### config.mk
export PLATFORM = sky130hd
export DESIGN_NAME = uart_tx_buffered_flat
export DESIGN_NICKNAME = d
export VERILOG_FILES = /design/src/rtl/arch_defs_pkg.sv /design/src/rtl/uart_tx_buffered_if.sv /design/src/rtl/sync_fifo.sv /design/src/rtl/uart_tx_buffered.sv /design/src/flat_wrapper.sv
export SDC_FILE = /design/constraint.sdc
export NUM_CORES = 1
export LEC_CHECK = 0
export BUFFER_PORTS_ARGS = -buffer_cell sky130_fd_sc_hd__buf_2
export CAP_MARGIN = 40
export CELL_PAD_IN_SITES_DETAIL_PLACEMENT = 1
export CELL_PAD_IN_SITES_GLOBAL_PLACEMENT = 1
export CORE_ASPECT_RATIO = 1.2
export CORE_UTILIZATION = 50
export CTS_CLUSTER_DIAMETER = 150
export DETAILED_ROUTE_END_ITERATION = 7
export PLACE_DENSITY_LB_ADDON = 0.1
export SLEW_MARGIN = 20
export SYNTH_ARGS = -nofsm -noshare
export SYNTH_HDL_FRONTEND = slang
export SYNTH_SLANG_ARGS = --single-unit
### constraint.sdc
create_clock -name clk -period 2.7 [get_ports clk]
set_input_delay 0.54 -clock clk [delete_from_list [all_inputs] [get_ports clk]]
set_output_delay 0.54 -clock clk [all_outputs]
set_load 0.1 [all_outputs]
### src/rtl/arch_defs_pkg.sv
// ---------------------------------------------------------------------------
// arch_defs_pkg
// Shared architecture definitions for the CPU-side peripherals.
//   DATA_WIDTH           : width of a CPU output-port byte
//   uart_tx_buf_state_t  : state encoding of the buffered UART transmitter
//   safe_clog2()         : $clog2 clamped to a minimum of 1 bit, so that
//                          counters and pointers never collapse to zero width
// ---------------------------------------------------------------------------
package arch_defs_pkg;

    localparam int DATA_WIDTH = 8;

    typedef enum logic [1:0] {
        S_UART_TXB_IDLE,
        S_UART_TXB_START,
        S_UART_TXB_DATA,
        S_UART_TXB_STOP
    } uart_tx_buf_state_t;

    function automatic int safe_clog2(input int value);
        return (value > 1) ? $clog2(value) : 1;
    endfunction

endpackage

### src/rtl/uart_tx_buffered_if.sv
// ---------------------------------------------------------------------------
// uart_tx_buffered_if
// CPU-side write port and status/line signals of the buffered UART
// transmitter.
//   tx_write_strobe      : enqueue request (master -> slave)
//   tx_parallel_in_data  : byte to enqueue (master -> slave)
//   tx_fifo_full         : FIFO holds FIFO_DEPTH entries (slave -> master)
//   tx_fifo_empty        : FIFO holds no entries (slave -> master)
//   tx_overflow          : sticky dropped-write flag (slave -> master)
//   busy_flag            : transmitter active or data pending (slave -> master)
//   data_out             : serial TX line, idles high (slave -> master)
// ---------------------------------------------------------------------------
interface uart_tx_buffered_if;
    import arch_defs_pkg::*;

    logic                  tx_write_strobe;
    logic [DATA_WIDTH-1:0] tx_parallel_in_data;
    logic                  tx_fifo_full;
    logic                  tx_fifo_empty;
    logic                  tx_overflow;
    logic                  busy_flag;
    logic                  data_out;

    modport master (
        output tx_write_strobe,
        output tx_parallel_in_data,
        input  tx_fifo_full,
        input  tx_fifo_empty,
        input  tx_overflow,
        input  busy_flag,
        input  data_out
    );

    modport slave (
        input  tx_write_strobe,
        input  tx_parallel_in_data,
        output tx_fifo_full,
        output tx_fifo_empty,
        output tx_overflow,
        output busy_flag,
        output data_out
    );

endinterface

### src/rtl/sync_fifo.sv
// ---------------------------------------------------------------------------
// sync_fifo
// Single-clock first-word-fall-through FIFO. Writes while full are dropped;
// fullness is judged on the registered flag, so a write arriving in the same
// cycle as a pop from a full FIFO is still dropped.
//   clk      in   system clock
//   reset    in   asynchronous active-high reset (pointers and count only)
//   wr_en    in   write request
//   wr_data  in   data to write
//   rd_en    in   pop request (ignored while empty)
//   rd_data  out  current head entry, valid whenever empty is low
//   full     out  registered: count == DEPTH
//   empty    out  registered: count == 0
// DEPTH must be a power of two so the pointers wrap by natural overflow.
// ---------------------------------------------------------------------------
module sync_fifo
    import arch_defs_pkg::*;
#(
    parameter int WIDTH = 8,
    parameter int DEPTH = 4
) (
    input  logic             clk,
    input  logic             reset,
    input  logic             wr_en,
    input  logic [WIDTH-1:0] wr_data,
    input  logic             rd_en,
    output logic [WIDTH-1:0] rd_data,
    output logic             full,
    output logic             empty
);

    localparam int PTR_W = safe_clog2(DEPTH);
    localparam int CNT_W = $clog2(DEPTH + 1);
    localparam logic [CNT_W-1:0] FULL_COUNT = CNT_W'(DEPTH);

    logic [WIDTH-1:0] r_mem [DEPTH];
    logic [PTR_W-1:0] r_wr_ptr;
    logic [PTR_W-1:0] r_rd_ptr;
    logic [CNT_W-1:0] r_count;
    logic             r_full;
    logic             r_empty;

    logic             w_wr_accept;
    logic             w_rd_accept;
    logic [CNT_W-1:0] w_count_next;

    assign w_wr_accept = wr_en && !r_full;
    assign w_rd_accept = rd_en && !r_empty;

    always_comb begin
        w_count_next = r_count;
        case ({w_wr_accept, w_rd_accept})
            2'b10:   w_count_next = r_count + 1'b1;
            2'b01:   w_count_next = r_count - 1'b1;
            default: w_count_next = r_count;
        endcase
    end

    // Storage has no reset so it maps onto plain distributed/block memory.
    always_ff @(posedge clk) begin
        if (w_wr_accept) begin
            r_mem[r_wr_ptr] <= wr_data;
        end
    end

    always_ff @(posedge clk or posedge reset) begin
        if (reset) begin
            r_wr_ptr <= '0;
            r_rd_ptr <= '0;
            r_count  <= '0;
            r_full   <= 1'b0;
            r_empty  <= 1'b1;
        end else begin
            if (w_wr_accept) begin
                r_wr_ptr <= r_wr_ptr + 1'b1;
            end
            if (w_rd_accept) begin
                r_rd_ptr <= r_rd_ptr + 1'b1;
            end
            r_count <= w_count_next;
            r_full  <= (w_count_next == FULL_COUNT);
            r_empty <= (w_count_next == '0);
        end
    end

    assign rd_data = r_mem[r_rd_ptr];
    assign full    = r_full;
    assign empty   = r_empty;

endmodule

### src/rtl/uart_tx_buffered.sv
// ---------------------------------------------------------------------------
// uart_tx_buffered
// Buffered 8N1 UART transmitter. CPU writes land in a small FIFO; the frame
// serializer drains it continuously, chaining frames back-to-back (STOP's last
// cycle is followed directly by the next START) while data remains.
//   clk    in      system clock
//   reset  in      asynchronous active-high reset; line returns high at once
//                  and all queued bytes are discarded
//   bus    slave   write strobe/data in; FIFO flags, overflow, busy, TX line out
// Parameters: CLOCK_SPEED (Hz), BAUD_RATE (bit/s), FIFO_DEPTH (power of two).
// ---------------------------------------------------------------------------
module uart_tx_buffered
    import arch_defs_pkg::*;
#(
    parameter int CLOCK_SPEED = 2_000_000,
    parameter int BAUD_RATE   = 9600,
    parameter int FIFO_DEPTH  = 4
) (
    input  logic                clk,
    input  logic                reset,
    uart_tx_buffered_if.slave   bus
);

    localparam int CLKS_PER_BIT = CLOCK_SPEED / BAUD_RATE;
    localparam int CNT_W        = safe_clog2(CLKS_PER_BIT);
    localparam int IDX_W        = safe_clog2(DATA_WIDTH);
    localparam logic [CNT_W-1:0] LAST_CNT = CNT_W'(CLKS_PER_BIT - 1);
    localparam logic [IDX_W-1:0] LAST_IDX = IDX_W'(DATA_WIDTH - 1);

    uart_tx_buf_state_t    r_state;
    logic [CNT_W-1:0]      r_clk_cnt;
    logic [IDX_W-1:0]      r_bit_idx;
    logic [DATA_WIDTH-1:0] r_shift;
    logic                  r_data_out;
    logic                  r_overflow;

    logic [DATA_WIDTH-1:0] w_fifo_head;
    logic                  w_fifo_full;
    logic                  w_fifo_empty;
    logic                  w_bit_end;
    logic                  w_pop;

    assign w_bit_end = (r_clk_cnt == LAST_CNT);

    // Pop whenever the serializer is ready for a new byte: straight away in
    // IDLE, or at the end of STOP so the next START follows without a gap.
    assign w_pop = !w_fifo_empty &&
                   ((r_state == S_UART_TXB_IDLE) ||
                    ((r_state == S_UART_TXB_STOP) && w_bit_end));

    sync_fifo #(
        .WIDTH (DATA_WIDTH),
        .DEPTH (FIFO_DEPTH)
    ) u_fifo (
        .clk     (clk),
        .reset   (reset),
        .wr_en   (bus.tx_write_strobe),
        .wr_data (bus.tx_parallel_in_data),
        .rd_en   (w_pop),
        .rd_data (w_fifo_head),
        .full    (w_fifo_full),
        .empty   (w_fifo_empty)
    );

    // Uses the registered full flag, matching the FIFO's own drop decision.
    always_ff @(posedge clk or posedge reset) begin
        if (reset) begin
            r_overflow <= 1'b0;
        end else if (bus.tx_write_strobe && w_fifo_full) begin
            r_overflow <= 1'b1;
        end
    end

    // The line level is registered alongside each state transition, so
    // data_out only moves on state or bit boundaries.
    always_ff @(posedge clk or posedge reset) begin
        if (reset) begin
            r_state    <= S_UART_TXB_IDLE;
            r_clk_cnt  <= '0;
            r_bit_idx  <= '0;
            r_shift    <= '0;
            r_data_out <= 1'b1;
        end else begin
            case (r_state)
                S_UART_TXB_IDLE: begin
                    r_clk_cnt  <= '0;
                    r_data_out <= 1'b1;
                    if (!w_fifo_empty) begin
                        r_shift    <= w_fifo_head;
                        r_state    <= S_UART_TXB_START;
                        r_data_out <= 1'b0;
                    end
                end

                S_UART_TXB_START: begin
                    if (w_bit_end) begin
                        r_clk_cnt  <= '0;
                        r_bit_idx  <= '0;
                        r_state    <= S_UART_TXB_DATA;
                        r_data_out <= r_shift[0];
                    end else begin
                        r_clk_cnt <= r_clk_cnt + 1'b1;
                    end
                end

                S_UART_TXB_DATA: begin
                    if (w_bit_end) begin
                        r_clk_cnt <= '0;
                        if (r_bit_idx == LAST_IDX) begin
                            r_state    <= S_UART_TXB_STOP;
                            r_data_out <= 1'b1;
                        end else begin
                            // shift[1] becomes shift[0] after this shift.
                            r_shift    <= r_shift >> 1;
                            r_bit_idx  <= r_bit_idx + 1'b1;
                            r_data_out <= r_shift[1];
                        end
                    end else begin
                        r_clk_cnt <= r_clk_cnt + 1'b1;
                    end
                end

                S_UART_TXB_STOP: begin
                    if (w_bit_end) begin
                        r_clk_cnt <= '0;
                        if (!w_fifo_empty) begin
                            r_shift    <= w_fifo_head;
                            r_state    <= S_UART_TXB_START;
                            r_data_out <= 1'b0;
                        end else begin
                            r_state    <= S_UART_TXB_IDLE;
                            r_data_out <= 1'b1;
                        end
                    end else begin
                        r_clk_cnt <= r_clk_cnt + 1'b1;
                    end
                end

                default: begin
                    r_state    <= S_UART_TXB_IDLE;
                    r_clk_cnt  <= '0;
                    r_data_out <= 1'b1;
                end
            endcase
        end
    end

    assign bus.tx_fifo_full  = w_fifo_full;
    assign bus.tx_fifo_empty = w_fifo_empty;
    assign bus.tx_overflow   = r_overflow;
    assign bus.busy_flag     = (r_state != S_UART_TXB_IDLE) || !w_fifo_empty;
    assign bus.data_out      = r_data_out;

endmodule
### src/flat_wrapper.sv
// flat-port wrapper written by rule: the top's interface ports become plain ports
module uart_tx_buffered_flat import arch_defs_pkg::*;
#(
    parameter int CLOCK_SPEED = 2_000_000,
    parameter int BAUD_RATE   = 9600,
    parameter int FIFO_DEPTH  = 4
)
  (clk, reset, bus_tx_write_strobe, bus_tx_parallel_in_data, bus_tx_fifo_full, bus_tx_fifo_empty, bus_tx_overflow, bus_busy_flag, bus_data_out);
  uart_tx_buffered_if bus_i ();
  input  logic clk;
  input  logic reset;
  input wire logic [$bits(bus_i.tx_write_strobe)-1:0] bus_tx_write_strobe;
  input wire logic [$bits(bus_i.tx_parallel_in_data)-1:0] bus_tx_parallel_in_data;
  output wire logic [$bits(bus_i.tx_fifo_full)-1:0] bus_tx_fifo_full;
  output wire logic [$bits(bus_i.tx_fifo_empty)-1:0] bus_tx_fifo_empty;
  output wire logic [$bits(bus_i.tx_overflow)-1:0] bus_tx_overflow;
  output wire logic [$bits(bus_i.busy_flag)-1:0] bus_busy_flag;
  output wire logic [$bits(bus_i.data_out)-1:0] bus_data_out;
  assign bus_i.tx_write_strobe = bus_tx_write_strobe;
  assign bus_i.tx_parallel_in_data = bus_tx_parallel_in_data;
  assign bus_tx_fifo_full = bus_i.tx_fifo_full;
  assign bus_tx_fifo_empty = bus_i.tx_fifo_empty;
  assign bus_tx_overflow = bus_i.tx_overflow;
  assign bus_busy_flag = bus_i.busy_flag;
  assign bus_data_out = bus_i.data_out;
  uart_tx_buffered #(.CLOCK_SPEED(CLOCK_SPEED), .BAUD_RATE(BAUD_RATE), .FIFO_DEPTH(FIFO_DEPTH)) u_core (.clk(clk), .reset(reset), .bus(bus_i));
endmodule
==> out/metrics.csv <==
metric,value,unit
busiest_layer,met2,
die_x,72.17,microns
synth.distinct_cells,44,
end_kind,register,
cp_data_arrival_time,2880,ps
synthesis.area,2954,sq um
status,"complete, no violations",
detail_route.wl_per_cell,18.12,microns
start_kind,register,
drtPass1Iterations,3,
syn-mean-instance-area,14.20,sq um
dp_hpwl,3954,microns
finalCritPeriodShare,0.9584,
drv_cap,0,
worst_hold_slack,58.68,ps
met1_usage,0.2372,
fin_setup_tns,0,ps
wirelength,5780,microns
syn_nets,233,
cellPowerDensity,1198,nW/um^2
drtAntennaViolNets,0,
cts_buffers,9,
finalMaxSlewViolations,0,
cp_max_fo,4,
via_per_inst,5.282,
io_pins,16,
drc,0,
antenna_found_initial,0,
antenna_cells,0,
cts_hold_buf,0,
nNetsFinal,259,
hold_viol,0,
drt_iter0_markers,27,
met2_usage,0.3891,
grt_pass1_vias,1858,
irDropWorstVdd,927.8,uV
fin_util,0.5945,
slowest_delay,430,ps
fin_crit,2588,ps
critical_path_required,2990,ps
grt_use_total,0.2161,
worstSetupPathType,register to register,
min_path_type,primary input to asynchronous set/reset pin,
grt.met3_usage,0.05698,
ys_seq_area_frac,0.5972,
final_cells,319,
leakage,1.374,nW
die-area,6221,sq um
grt_pass1_wl,9673,microns
overflow,0,
tightest_slew,695.4,ps
htreeDepth,3,
area_delta_synth_final,14.06,%
drive_gt1_frac,0.3096,
worstSkewPairLatency,360,ps
gp_congestion,0.7751,
rows,30,
post-place-cells,301,
yosys_warnings,0,
core,5668,sq um
clock_sinks,64,
start_util,0.5212,
clk_pin_slew_worst_paths,80,ps
portBuffers,15,
setup_viol,0,
finClkSkew,13.26,ps
cts_tree,yes,
vias,1685,
crit_chain,ha_1 -> and3_4 -> a31oi_2 -> nor2_2 -> ha_2 -> fa_1 -> mux2_2 -> or2_2 -> nor2b_1,
grt_max_degree,30,
max_freq,0.3864,GHz
crit_slowest_cell,fa_1,
die_h,86.20,microns
slew_headroom,0.5364,
clockBufferDepth,2,
synthCells,208,
cts_root_buffer,clkbuf_8,
totalPowerFinal,4.037,mW
ys_seq_elements,64,
[cell type report]
class | instances | area (sq um)
inverter | 8 | 30.03
clock inverter | 7 | 100.1
multi-input combinational | 130 | 1131
fill | 555 | 2298
timing repair buffer | 21 | 120.1
clock buffer | 9 | 123.9
tap | 80 | 100.1
sequential | 64 | 1764
[cell usage after synthesis, drive strengths merged]
master    n  area, sq um
o2bb2ai   2        17.52
mux2i     8        80.08
nand4bb   1        27.53
o221a     6        67.56
mux2     16        183.9
mux4      1        22.52
nand2    13        48.80
xnor2     7        61.31
nor3     10        50.05
nor2      9        50.05
xor2      5        43.79
and3      1        7.510
o221ai    1        8.760
and2      4        25.02
clkbuf    1        3.750
a21oi     2        13.76
nor3b     1        7.510
edfxtp   32        960.9
o21a      1        7.510
inv       8        30.03
nand3     4        20.02
a22o      1        8.760
fa        1        20.02
nor2b     6        37.54
a211oi    2        27.53
buf       5        40.04
a221oi    1        8.760
dfrtp    30        750.7
dfstp     2        52.55
o21ai     7        46.30
nand2b    1        13.76
or2       1        6.260
and4bb    1        12.51
a31oi     1        6.260
ha       13        162.7
a22oi     2        15.01
a21o      1        7.510
[routing by layer]
| metal | part of all wire | wire, microns |
|---|---|---|
| met4 | 0.022 | 130 |
| met2 | 0.54 | 3144 |
| met3 | 0.025 | 143 |
| met5 | 0 | 0 |
| met1 | 0.41 | 2362 |
[worst max-delay path, delay by kind of cell, from the launching register on]
family	cells	cell delay, ps
and+or+nand+nor	4	740
muxes	1	280
DFF	1	410
adders and majority gates	3	880
AOI/OAI and AO/OA	1	210
[power by group]
group / leakage [nW] / total (mW) / internal (mW) / switching [mW]
Combinational: 0.578 / 1.55 / 0.704 / 0.845
Sequential: 0.682 / 1.55 / 1.33 / 0.223
Clock: 0.115 / 0.935 / 0.529 / 0.406
Total: 1.37 / 4.04 / 2.56 / 1.47
[metrics by stage]
stage / setup slack (ps) / cell area (sq um)
floorplan: 102.0 / 2954
global placement: 124.2 / 3115
detailed placement: -0.2427 / 3115
CTS: 49.67 / 3349
global route: -5.655 / 3369
finish: 112.3 / 3369
[kinds of logic after synthesis]
family | count (synthesis) | share of synthesized area
DFF | 64 | 0.5972
adders and majority gates | 14 | 0.06184
muxes | 25 | 0.09699
AOI/OAI and AO/OA | 27 | 0.07963
and+or+nand+nor | 52 | 0.1038
xor gates and xnor gates | 12 | 0.03558
buffers and inverters | 14 | 0.02499
[cells in the final DEF (no fill, tap or decap), types with 5 or more instances in the layout]
cell type and instances:
dfrtp_1 30, xnor2_1 7, nand2_1 13, ha_1 12
clkbuf_8 9, buf_4 6, mux2i_1 8, mux2_2 15
nor2b_1 6, o21ai_0 6, nor2_1 7, nor3_1 10
xor2_1 5, buf_2 15, edfxtp_1 32, o221a_2 6
inv_1 8
[worst paths after layout]
kind,slack [ps],endpoint,startpoint,cells after the start
worst min register to register,470,u_core.bus.tx_overflow,u_core.bus.tx_overflow,1
worst max register to register,110,u_core.u_fifo.full,u_core.r_clk_cnt[0],9
max in group asynchronous,2000,u_core.bus.data_out,reset,3
worst min-delay path,60,u_core.u_fifo.r_wr_ptr[0],reset,2
worst max-delay path,110,u_core.u_fifo.full,u_core.r_clk_cnt[0],9
min in group clk,400,u_core.u_fifo.r_mem[3][4],bus_tx_parallel_in_data[4],1
[timing repair]
item	in CTS	in global routing
buffers inserted	0	2
pin swaps	0	0
cloned	0	0
endpoints found under the setup margin	2	2
resized for setup	2	2
[sequential cells by signal (all words and copies together) (netlist names)]
name	cells
u_core.u_fifo.r_wr_ptr	2
u_core.u_fifo.r_count	3
u_core.u_fifo.r_mem	32
u_core.r_shift	8
u_core.u_fifo.r_rd_ptr	2
u_core.bus.data_out	1
u_core.r_state	2
u_core.r_clk_cnt	8
u_core.bus.tx_overflow	1
u_core.u_fifo.empty	1
u_core.u_fifo.full	1
u_core.r_bit_idx	3
No activity file was read; power rests on OpenSTA's default activity.
